--- src/rtl/seq_alu_pkg.sv ---
// seq_alu_pkg: opcode definitions shared by seq_alu and its testbench.
package seq_alu_pkg;

    typedef enum logic [3:0] {
        kAdd  = 4'd0,
        kAddc = 4'd1,
        kSub  = 4'd2,
        kSll  = 4'd3,
        kSra  = 4'd4,
        kAnd  = 4'd5,
        kOr   = 4'd6,
        kNeg  = 4'd7,
        kMul  = 4'd8
    } alu_op_t;

endpackage

--- src/rtl/seq_alu_mul.sv ---
// seq_alu_mul: iterative shift-add multiplier, one partial product per cycle.
// The first step happens on start and the last step is presented combinationally with done.
module seq_alu_mul #(
    parameter int WIDTH = 8
) (
    input  logic                 clk,
    input  logic                 rst_n,
    input  logic                 i_start,
    input  logic [WIDTH-1:0]     i_a,
    input  logic [WIDTH-1:0]     i_b,
    output logic                 o_done,
    output logic [2*WIDTH-1:0]   o_product
);

    localparam int CW = $clog2(WIDTH + 1);

    logic                 r_run;
    logic [CW-1:0]        r_cnt;
    logic [2*WIDTH-1:0]   r_acc;
    logic [2*WIDTH-1:0]   r_mcand;
    logic [WIDTH-1:0]     r_mplier;
    logic [2*WIDTH-1:0]   w_acc_nxt;

    assign w_acc_nxt = r_mplier[0] ? r_acc + r_mcand : r_acc;
    assign o_done    = r_run && (r_cnt == CW'(WIDTH - 1));
    assign o_product = w_acc_nxt;

    always_ff @(posedge clk or negedge rst_n) begin
        if (!rst_n) begin
            r_run    <= 1'b0;
            r_cnt    <= '0;
            r_acc    <= '0;
            r_mcand  <= '0;
            r_mplier <= '0;
        end else if (i_start) begin
            r_run    <= 1'b1;
            r_cnt    <= CW'(1);
            r_acc    <= i_b[0] ? {{WIDTH{1'b0}}, i_a} : '0;
            r_mcand  <= {{WIDTH{1'b0}}, i_a} << 1;
            r_mplier <= i_b >> 1;
        end else if (r_run) begin
            r_run    <= !o_done;
            r_cnt    <= r_cnt + CW'(1);
            r_acc    <= w_acc_nxt;
            r_mcand  <= r_mcand << 1;
            r_mplier <= r_mplier >> 1;
        end
    end

endmodule

--- src/rtl/seq_alu.sv ---
// seq_alu: sequential ALU with valid/ready handshake and registered result/flags.
// Define SEQ_ALU_MUL_EN to build the iterative MUL; otherwise MUL is an illegal opcode.
module seq_alu
    import seq_alu_pkg::*;
#(
    parameter int WIDTH = 8
) (
    input  logic             clk,
    input  logic             rst_n,
    input  logic             in_valid,
    output logic             in_ready,
    input  alu_op_t          op,
    input  logic [WIDTH-1:0] a,
    input  logic [WIDTH-1:0] b,
    output logic             out_valid,
    input  logic             out_ready,
    output logic [WIDTH-1:0] result,
    output logic             cout,
    output logic             zero,
    output logic             neg,
    output logic             illegal
);

    typedef enum logic [1:0] {S_IDLE, S_BUSY, S_DONE} state_t;

    state_t             r_state, w_state_nxt;
    logic               r_carry;
    logic [WIDTH-1:0]   r_result;
    logic               r_cout, r_zero, r_neg, r_illegal;
    logic               w_accept, w_is_mul, w_mul_done, w_big_shift;
    logic [2*WIDTH-1:0] w_product;
    logic [WIDTH-1:0]   w_res, w_mul_lo;
    logic [WIDTH:0]     w_ext;
    logic               w_cout, w_ill, w_upd_carry, w_mul_hi_nz;

    assign w_accept    = in_valid && (r_state == S_IDLE);
    assign w_big_shift = 32'(b) >= WIDTH;
    assign w_mul_lo    = w_product[WIDTH-1:0];
    assign w_mul_hi_nz = |w_product[2*WIDTH-1:WIDTH];

`ifdef SEQ_ALU_MUL_EN
    assign w_is_mul = (op == kMul);
    seq_alu_mul #(.WIDTH(WIDTH)) u_mul (
        .clk       (clk),
        .rst_n     (rst_n),
        .i_start   (w_accept && w_is_mul),
        .i_a       (a),
        .i_b       (b),
        .o_done    (w_mul_done),
        .o_product (w_product)
    );
`else
    assign w_is_mul   = 1'b0;
    assign w_mul_done = 1'b0;
    assign w_product  = '0;
`endif

    always_comb begin
        w_res       = '0;
        w_ext       = '0;
        w_cout      = 1'b0;
        w_ill       = 1'b0;
        w_upd_carry = 1'b0;
        case (op)
            kAdd: begin
                w_ext       = {1'b0, a} + {1'b0, b};
                {w_cout, w_res} = w_ext;
                w_upd_carry = 1'b1;
            end
            kAddc: begin
                w_ext       = {1'b0, a} + {1'b0, b} + {{WIDTH{1'b0}}, r_carry};
                {w_cout, w_res} = w_ext;
                w_upd_carry = 1'b1;
            end
            kSub: begin
                // top bit of the extended difference is the borrow
                w_ext       = {1'b0, a} - {1'b0, b};
                w_res       = w_ext[WIDTH-1:0];
                w_cout      = ~w_ext[WIDTH];
                w_upd_carry = 1'b1;
            end
            kSll:    w_res = w_big_shift ? '0 : a << b;
            kSra:    w_res = w_big_shift ? {WIDTH{a[WIDTH-1]}} : WIDTH'($signed(a) >>> b);
            kAnd:    w_res = a & b;
            kOr:     w_res = a | b;
            kNeg:    w_res = ~a;
            default: w_ill = 1'b1;
        endcase
    end

    always_comb begin
        w_state_nxt = r_state;
        case (r_state)
            S_IDLE:  if (w_accept) w_state_nxt = w_is_mul ? S_BUSY : S_DONE;
            S_BUSY:  if (w_mul_done) w_state_nxt = S_DONE;
            S_DONE:  if (out_ready) w_state_nxt = S_IDLE;
            default: w_state_nxt = S_IDLE;
        endcase
    end

    always_ff @(posedge clk or negedge rst_n) begin
        if (!rst_n) r_state <= S_IDLE;
        else        r_state <= w_state_nxt;
    end

    always_ff @(posedge clk or negedge rst_n) begin
        if (!rst_n) begin
            r_carry   <= 1'b0;
            r_result  <= '0;
            r_cout    <= 1'b0;
            r_zero    <= 1'b0;
            r_neg     <= 1'b0;
            r_illegal <= 1'b0;
        end else if (w_accept && !w_is_mul) begin
            r_result  <= w_res;
            r_cout    <= w_cout;
            r_zero    <= (w_res == '0);
            r_neg     <= w_res[WIDTH-1];
            r_illegal <= w_ill;
            if (w_upd_carry) r_carry <= w_cout;
        end else if ((r_state == S_BUSY) && w_mul_done) begin
            r_result  <= w_mul_lo;
            r_cout    <= w_mul_hi_nz;
            r_zero    <= (w_mul_lo == '0);
            r_neg     <= w_mul_lo[WIDTH-1];
            r_illegal <= 1'b0;
            r_carry   <= w_mul_hi_nz;
        end
    end

    assign in_ready  = (r_state == S_IDLE);
    assign out_valid = (r_state == S_DONE);
    assign result    = r_result;
    assign cout      = r_cout;
    assign zero      = r_zero;
    assign neg       = r_neg;
    assign illegal   = r_illegal;

endmodule

--- config.mk ---
export PLATFORM = sky130hd
export DESIGN_NAME = seq_alu
export DESIGN_NICKNAME = d
export VERILOG_FILES = /design/src/rtl/seq_alu_pkg.sv /design/src/rtl/seq_alu_mul.sv /design/src/rtl/seq_alu.sv
export SDC_FILE = /design/constraint.sdc
export NUM_CORES = 1
export LEC_CHECK = 0
export ABC_AREA = 1
export CAP_MARGIN = 15
export CORE_MARGIN = 2
export CORE_UTILIZATION = 50
export CTS_BUF_LIST = sky130_fd_sc_hd__clkbuf_4
export CTS_CLUSTER_DIAMETER = 200
export CTS_CLUSTER_SIZE = 28
export DETAILED_ROUTE_END_ITERATION = 10
export DONT_BUFFER_PORTS = 1
export HOLD_SLACK_MARGIN = 0.08
export PLACE_DENSITY_LB_ADDON = 0.2
export SLEW_MARGIN = 20
export SYNTH_ARGS = -nofsm -noshare
export SYNTH_HDL_FRONTEND = slang
export SYNTH_SLANG_ARGS = --single-unit
--- constraint.sdc ---
create_clock -name clk -period 1.8 [get_ports clk]
set_input_delay 0.54 -clock clk [delete_from_list [all_inputs] [get_ports clk]]
set_output_delay 0.54 -clock clk [all_outputs]
set_load 0.005 [all_outputs]
Word-level counts from Yosys, hierarchy flattened
Index checks and enable logic that the tools add are counted.
- reduce and logical (&&, ||, !) cells: 8
- $add $sub $neg: 3
- bitwise gates (word level): 5
- eq/ne operators: 11
- shift-type cells: 2
- magnitude comparators: 1
- muxes and demuxes: 9
- operator list (operator ; count):
    case mux 8 bit (8 select lines) ; 1
    equality test 4 x 3 -> 1 bit, second input constant ; 4
    two-way mux 8 bit ; 2
    adder 8 x 8 -> 9 bit ; 1
    adder 9 x 1 -> 9 bit ; 1
    subtractor 8 x 8 -> 9 bit ; 1
    AND 8 bit ; 1
    equality test 4 x 2 -> 1 bit, second input constant ; 2
    greater-or-equal comparator 8 x 4 -> 1 bit, second input constant ; 1
    logical NOT 8 bit ; 1
    NOT 8 bit ; 1
    OR 8 bit ; 1
    OR reduction 8 bit ; 1
    << shifter 8 x 8 -> 8 bit ; 1
    >>> shifter 8 x 8 -> 8 bit ; 1
    case mux 2 bit (3 select lines) ; 1
    equality test 4 x 1 -> 1 bit, second input constant ; 1
    logical NOT 4 bit ; 1
    two-way mux 2 bit ; 2
    inequality test 2 x 1 -> 1 bit, second input constant ; 2
    case mux 1 bit (3 select lines) ; 1
    AND reduction 3 bit ; 1
    OR reduction 3 bit ; 1
    equality test 2 x 1 -> 1 bit, second input constant ; 1
    other kinds (6) ; 8
- register bits after elaboration: 15
- output and inout bits: 14
- logic and storage cells: 46

Logic depth before layout (Yosys ltp)
Gate-level depths: netlist (run 1).
- word-level depth: 4
- depth in mapped cells: 18
- depth with buffers taken out: 17

Worst setup path after synthesis (run 1)
Ideal clock, no wire load.
- path type: input port to flip-flop
- from: input port b[0]
- to: register r_carry
- stages: 16
- arrival: 2.326 ns
- slack: -0.650 ns
- library setup time: 0.124 ns
- required time: 1.676 ns
- cells stage by stage: buf_4 -> clkinv_1 -> ha_1 -> ha_1 -> ha_1 -> inv_1 -> nor2_1 -> nand3_1 -> nor2_1 -> nand2_1 -> nor2_1 -> or2_1 -> nand3_1 -> nand2_1 -> nand2_1 -> nand2_1
- word-level cells in the longest chain between the ends: 3
- elaborated cells between the ends (all ways): 5
- those cells by class: 3 x add/sub; 1 x mux; 1 x bitwise
- ends and longest elaborated chain (what ; line ; source):
    start, declared ; seq_alu.sv:14 ; input logic [WIDTH-1:0] b,
    adder 8 x 8 -> 9 bit or subtractor 8 x 8 -> 9 bit (tied branches) ; seq_alu.sv:66, seq_alu.sv:71, seq_alu.sv:77 ;
    adder 9 x 1 -> 9 bit or NOT 1 bit (tied branches) ; seq_alu.sv:71, seq_alu.sv:79 ;
    case mux 1 bit (3 select lines) (*) ; seq_alu.sv:64 ; case (op)
    end signal, assigned ; seq_alu.sv:120 ; if (w_upd_carry) r_carry <= w_cout;
    end signal, assigned ; seq_alu.sv:127 ; r_carry <= w_mul_hi_nz;
    end, declared ; seq_alu.sv:27 ; logic r_carry;
Every way passes the cells marked *; elsewhere a longest branch is shown, timed or not.
A chain may end at the register's enable or synchronous reset.

Worst setup path after layout (run 1)
- from: input port a[0]
- to: register r_zero, in the netlist zero
- word-level cells in the longest chain between the ends: 4
- elaborated cells between the ends (all ways): 12
- those cells by class: 3 x add/sub; 2 x shift; 3 x mux; 3 x bitwise; 1 x reduce/logical
- ends and longest elaborated chain (what ; line ; source):
    start, declared ; seq_alu.sv:13 ; input logic [WIDTH-1:0] a,
    adder 8 x 8 -> 9 bit, or another cell as far along ; seq_alu.sv:66, seq_alu.sv:71 ;
    adder 9 x 1 -> 9 bit, or another cell as far along ; seq_alu.sv:71 ; w_ext = {1'b0, a} + {1'b0, b} + {{WIDTH{1'b0}}, r_carry};
    case mux 8 bit (8 select lines) (*) ; seq_alu.sv:64 ;
    logical NOT 8 bit (*) ; seq_alu.sv:117 ; r_zero <= (w_res == '0);
    end signal, assigned ; seq_alu.sv:117 ;
    end signal, assigned ; seq_alu.sv:124 ; r_zero <= (w_mul_lo == '0);
    end, declared ; seq_alu.sv:29 ; logic r_cout, r_zero, r_neg, r_illegal;
Marks and branches as above.

==> results of run 1 <==
## what timing repair did
action	4_1_cts	5_1_grt
hold buffers	1	0
setup buffers	4	2
resized for setup	25	29
setup endpoints to repair	10	10
pin swaps	19	22
endpoints found under the hold margin	13	0
## cell families after synthesis
logic type	Yosys count	synth area share
AOI/OAI and AO/OA	61	0.136
xor gates and xnor gates	4	0.0139
adders and majority gates	28	0.145
DFF	13	0.129
buffers and inverters	65	0.105
and+or+nand+nor	269	0.472
## routing by layer
layer  vias to the layer above  GRT usage
met2                       161      0.536
li1                       1582          -
met5                         -          0
met3                        39     0.0388
met1                      1485      0.417
met4                         0     0.0913
## worst max-delay path by stage
stage               slack [ps]  from             endpoint  cells after the start
floorplan                 -480  a[0]     cout$_DFFE_PN0P_                     14
global placement          -620  a[0]     zero$_DFFE_PN0P_                     16
detailed placement        -660  a[2]     zero$_DFFE_PN0P_                     16
CTS                       -350  a[0]     zero$_DFFE_PN0P_                     13
global route              -500  a[0]  r_carry$_DFFE_PN0P_                     14
finish                    -410  a[0]     zero$_DFFE_PN0P_                     15
## final cells by class
cell class | instances | area (µm²) | area share
well taps | 67 | 83.8 | 0.0243
flip-flops and latches | 13 | 325 | 0.0942
clock buffers | 4 | 30.0 | 0.00870
repair buffers | 79 | 624 | 0.181
multi-input cells | 362 | 2170 | 0.629
inverters | 55 | 216 | 0.0627
## metrics by stage
stage / hold WS (ps) / util
3_5_place_dp: 245 / 0.663
5_1_grt: 369 / 0.721
3_3_place_gp: 245 / 0.663
6_report: 372 / 0.721
2_1_floorplan: 244 / -
4_1_cts: 372 / 0.699
## where the power goes
| part | leakage (nW) | switching, W | internal (W) |
|---|---|---|---|
| Clock | 0.0184 | 0.0000934 | 0.000101 |
| Sequential | 0.168 | 0.0000515 | 0.000349 |
| Combinational | 1.57 | 0.000491 | 0.000390 |
| Total | 1.76 | 0.000636 | 0.000840 |
## sequential cells by signal (all words and copies together), names as in the netlist
name	cells
result	8
r_carry	1
cout	1
illegal	1
zero	1
r_state	1
## worst register-to-register path, stage by stage (launching register included)
cell and delay (ps):
dfrtp_1 420, ha_2 230, ha_4 160, o21ai_1 150
nor2_2 80, nor3_2 170, o21ai_1 100, nor2_1 160
nand2_1 100, nor2_2 110, nand3_1 70, nand2_1 70
## layout by cell type (no fill, tap or decap), drive strengths merged, types with 2 or more instances in the layout
master  Yosys  final
o22ai       4      4
xnor2       2      2
xor2        2      2
nand4       5      5
or2         3      3
clkbuf      4      4
a21oi      26     26
o211ai      2      2
buf         6     78
a221oi      2      2
a21o        2      2
clkinv      2      2
fa          2      2
o21ai      22     22
nor2       54     54
inv        53     52
ha         26     26
nor3        4      4
nand3      68     68
nand2     133    133
dfrtp      13     13
==> summary.txt, run 1 <==
Outcome
  • Outcome: finished, violations left
  • Failing checks: negative setup slack

Synthesis
  • Largest area contributor in the netlist: nand2_1
  • Count of different cell masters after synthesis: 40
  • Post-synthesis sequential area ratio: 0.129
  • Yosys reg bits: 13
  • Synth cell count leaders: nand2_1 (129), nand3_1 (65), nor2_1 (49)
  • Top-area cell type share of the netlist area: 0.192
  • Synth Instances: 440
  • Syn. warnings: 0
  • Synth area leaders: nand2_1 (19%), dfrtp_1 (13%), ha_1 (13%)
  • Ys flop type: dfrtp_1
  • Number of enable flip-flop cells after synthesis: 0
  • Most common cell in the netlist: nand2_1
  • Mapped cell area: 2520 µm²
  • Async SR Flop Fraction: 1.00
  • Synth Net Count: 492
  • Avg Cell Area, Syn: 5.74 µm²

Global routing
  • Gr ovfl total: 0
  • Vias in the first global route: 2920
  • GRT Resource Usage Total: 0.315
  • First-pass GRT wire length: 13500 µm
  • Antenna violations before repair: 0
  • Largest net degree at the start of global routing: 20

Critical path
  • CP max FO: 3
  • Startpoint Class: input port
  • Launching point of the worst reg2reg path: r_carry$_DFFE_PN0P_
  • CP top delay family: simple AND/OR/NAND/NOR gates
  • Worst path bufs/invs: 1
  • Critical path data arrival time: 2430 ps
  • R2R Path End: zero$_DFFE_PN0P_
  • Worst-case reg-to-reg path depth: 11
  • Crit-path cells: ha_4 > fa_2 > xnor2_4 > buf_12 > nor2_4 > nand2_2 > nor2_2 > nand2_2 > nand3_2 > nand2_2 > nor2_4 > nand3_1 > nor2_1 > nand3_1 > nand2_1
  • Crit path largest cell delay: 410 ps
  • CP Class: input port to flop
  • CP max-delay cell: fa_2
  • Critical Path RT: 2020 ps
  • Crit path top cell by count: nand2_2
  • Flop2flop setup slack: -80 ps
  • Worst setup EP type: flop

Detailed routing
  • Top Metal Used: met4
  • ANT nets after route: 0
  • DRC viols: 0
  • 1st-pass router iterations: 5
  • Wire per inst: 15.4 µm
  • Initial DRC Count: 308
  • DR vias: 3267
  • Wire length on met3: 732 µm
  • Vias per cell: 5.63
  • Wire length on met1: 3740 µm
  • Routed wire length: 8910 µm
  • Met2 wire length: 4080 µm

Finish
  • Fillers: 410
  • Area growth syn-to-layout: 36.7%
  • Fin nets: 566
  • # diodes: 0
  • Non-Filler Instances: 580
  • Share of layout cells above drive strength 1: 0.306
  • Post-route cell area: 3450 µm²

Timing
  • Tmin final: 2210 ps
  • Skew final: 0.875 ps
  • Fin Setup TNS: -2730 ps
  • Worst Tran Pin Value: 549 ps
  • Worst setup margin: -410 ps
  • RSZ-0062 raised after global routing: true
  • Max Clock Freq: 452 MHz
  • Slew headroom: 0.633
  • Max Slew Vio Count: 0
  • Final period utilization: 1.23
  • Final setup vio count: 10
  • Fin. Hold Viols: 0

Floorplanning
  • Row count: 25
  • Ports: 38
  • Die Span X: 75.1 µm
  • Die Area: 5630 µm²
  • Die Y: 75.1 µm
  • Initial Util: 0.528
  • Core Region: 4790 µm²

Clock network
  • CTS tree: done
  • Worst skew pair latency: 280 ps
  • Clock buffer depth: 2
  • Root Driver: clkbuf_4
  • CTS clk-pin slew, worst paths: 70 ps
  • H-Tree Depth: 1
  • TritonCTS sink count: 13
  • Total CTS buffers: 3

Min path
  • Worst hold stages: 1
  • Hold Path End: r_state[1]$_DFFE_PN0P_
  • Hold Startpoint: out_ready
  • Min-delay worst type: input port to flop

Power and ir drop
  • Leakage power total: 1.76 nW
  • Total power: 0.00148 W
  • Worst IR Drop VDD: 298 µV
  • Pwr Density: 428 nW/µm²

Placed design
  • I/O Buffers: 0
  • Detailed placer's ending HPWL: 7050 µm
  • DP Area: 3170 µm²
  • Gpl congestion: 0.954
  • Cell total after placement: 571
  • Place WS: -665 ps

Run
  • Max cap viols: 0
(Power assumes the default switching activity.)
==> run 2, diff against run 1 <==
--- a/config.mk
+++ b/config.mk
@@ -8,12 +8,13 @@
 export ABC_AREA = 1
 export CAP_MARGIN = 15
 export CORE_MARGIN = 2
-export CORE_UTILIZATION = 50
+export CORE_UTILIZATION = 55
 export CTS_BUF_LIST = sky130_fd_sc_hd__clkbuf_4
 export CTS_CLUSTER_DIAMETER = 200
 export CTS_CLUSTER_SIZE = 28
 export DETAILED_ROUTE_END_ITERATION = 10
 export DONT_BUFFER_PORTS = 1
+export GPL_ROUTABILITY_DRIVEN = 0
 export HOLD_SLACK_MARGIN = 0.08
 export PLACE_DENSITY_LB_ADDON = 0.2
 export SLEW_MARGIN = 20
==> run 2 against run 1 <==
  * The flow still finishes with violations (negative setup slack)
  * Count of clock-buffer cells in the layout unchanged
  * Die area is 8.6% lower
  * Final cell count fell by 2.9%
  * Non-clock buffer count down 2
  * Critical path depth fell by 3
  * Maximum frequency rose by 1.9%
  * Register-to-register slack improved by 70 ps
  * Utilization grew 3.7 points
  * Wire length rose by 0.46%
  * Setup slack better by 40 ps
  * Global-route usage up 3.9 points
  * Power decreased by 2.4%
  * Largest power group unchanged
==> summary.txt, run 2 (synthesized netlist as in run 1, its figures left out) <==
Outcome
  • Outcome: finished, violations left
  • Failing checks: negative setup slack

Global routing
  • Vias in the first global route: 3169 (+8.5%)
  • Largest net degree at the start of global routing: 20 (unchanged)
  • First-pass GRT wire length: 14500 µm (+6.9%)
  • GRT Resource Usage Total: 0.354 (+0.0391)
  • Gr ovfl total: 0 (unchanged)
  • Antenna violations before repair: 0 (unchanged)

Placed design
  • Detailed placer's ending HPWL: 7030 µm (-0.15%)
  • I/O Buffers: 0 (unchanged)
  • Place WS: -694 ps (-29.7 ps)

Power and ir drop
  • Worst IR Drop VDD: 251 µV (-16%)
  • Pwr Density: 433 nW/µm² (+1.4%)
  • Leakage power total: 1.73 nW (-1.9%)

Floorplanning
  • Row count: 24 (-4.0%)
  • Die Span X: 71.8 µm (-4.4%)
  • Core Region: 4380 µm² (-8.4%)
  • Initial Util: 0.576 (+0.0483)
  • Die Area: 5150 µm² (-8.6%)
  • Ports: 38 (unchanged)
  • Die Y: 71.8 µm (-4.4%)

Clock network
  • TritonCTS sink count: 13 (unchanged)
  • Total CTS buffers: 3 (unchanged)
  • CTS clk-pin slew, worst paths: 80 ps (about the same)
  • CTS tree: done
  • H-Tree Depth: 1 (unchanged)
  • Worst skew pair latency: 280 ps (about the same)
  • Root Driver: clkbuf_4
  • Clock buffer depth: 2 (unchanged)

Finish
  • Share of layout cells above drive strength 1: 0.284 (-0.0223)
  • Most common cell after layout, fill and taps aside: nand2_1
  • Fin nets: 564 (-0.35%)
  • Area growth syn-to-layout: 31.6%
  • # diodes: 0 (unchanged)
  • Max FFs per register: 8 (unchanged)
  • Commonest cells after routing, fill and taps aside: nand2_1 (123), buf_4 (76), nand3_1 (60)

Detailed routing
  • ANT nets after route: 0 (unchanged)
  • Wire per inst: 15.9 µm (+3.5%)
  • DRC viols: 0 (unchanged)
  • DR vias: 3302 (+1.1%)
  • Initial DRC Count: 287 (-6.8%)
  • 1st-pass router iterations: 5 (unchanged)
  • Vias per cell: 5.87 (+4.1%)
  • Routed wire length: 8950 µm (+0.46%)

Critical path
  • CP Class: input port to flop
  • CP max FO: 3 (unchanged)
  • Startpoint Class: input port
  • Critical path data arrival time: 2390 ps (-40 ps)
  • Critical Path RT: 2020 ps (about the same)
  • Flop2flop setup slack: -10 ps (+70 ps)
  • Worst setup EP type: flop

Timing
  • Skew final: 5.33 ps (+4.46 ps)
  • Fin Setup TNS: -3040 ps (-308 ps)
  • RSZ-0062 raised after global routing: true
  • Final period utilization: 1.21 (-0.0224)
  • Worst setup margin: -370 ps (+40.3 ps)
  • Fin. Hold Viols: 0 (unchanged)
  • Slew headroom: 0.624 (-0.00833)
  • Final setup vio count: 10 (unchanged)
  • Max Slew Vio Count: 0 (unchanged)
  • Max Clock Freq: 461 MHz (+1.9%)
  • Worst Tran Pin Value: 562 ps (+12.5 ps)
  • Tmin final: 2170 ps (-40.3 ps)

Run
  • Max cap viols: 0 (unchanged)

Min path
  • Min-delay worst type: input port to flop
## run 2: worst paths after layout
check | start | end | cells after the start
min | out_ready | r_state[1]$_DFFE_PN0P_ | 1
max reg2reg | r_carry$_DFFE_PN0P_ | zero$_DFFE_PN0P_ | 11
min in group asynchronous | rst_n | r_state[1]$_DFFE_PN0P_ | 1
min reg2reg | result[6]$_DFFE_PN0P_ | result[6]$_DFFE_PN0P_ | 2
max | a[0] | zero$_DFFE_PN0P_ | 12
max in group asynchronous | rst_n | illegal$_DFFE_PN0P_ | 1
## run 2: layout make-up
| class | count | area, µm² |
|---|---|---|
| multi-input cells | 362 | 2110 |
| fillers | 368 | 1060 |
| repair buffers | 77 | 581 |
| flip-flops and latches | 13 | 325 |
| inverters | 55 | 216 |
| well taps | 52 | 65.1 |
| clock buffers | 4 | 30.0 |
## run 2: report_power, final
group	switching, W	internal [W]	leakage [nW]
clock	0.0000935	0.000101	0.0184
sequential	0.0000494	0.000349	0.168
combinational	0.000479	0.000369	1.54
total	0.000622	0.000819	1.73
## run 2: through the flow
step / hold WS [ps] / cell area (µm²) / power, W / utilization / cells
after CTS: 355 / 3250 / 0.00139 / 0.741 / 560
after global routing: 373 / 3320 / 0.00154 / 0.758 / 563
after detailed placement: 245 / 3100 / 0.00114 / 0.708 / 551
after floorplan: 244 / 2590 / 0.000873 / - / 440
after global placement: 245 / 3100 / 0.00112 / 0.708 / 551
final: 360 / 3320 / 0.00144 / 0.758 / 563
## run 2: timing repair
item / CTS / global route
hold buffers: 1 / 0
cloned: 0 / 0
endpoints found under the setup margin: 10 / 11
buffers inserted: 4 / 3
pin swaps: 12 / 13
hold endpoints to repair: 13 / 0
resized for setup: 19 / 18
## run 2: critical path, cell delays in order
cell and delay [ps]:
ha_4 140, fa_2 610, ha_4 220, nand2_2 60
o21ai_2 60, nor3_2 120, o21ai_1 100, nor2_1 160
nand2_1 90, nor2_2 140, nand3_1 90, nand2_1 60
## run 2: routing by layer
metal | track usage | wire (µm) | vias up
met2 | 0.620 | 4290 | 212
met3 | 0.0745 | 829 | 36
met4 | 0.113 | 346 | 0
met5 | 0 | 0 | -
li1 | - | - | 1576
met1 | 0.432 | 3480 | 1478
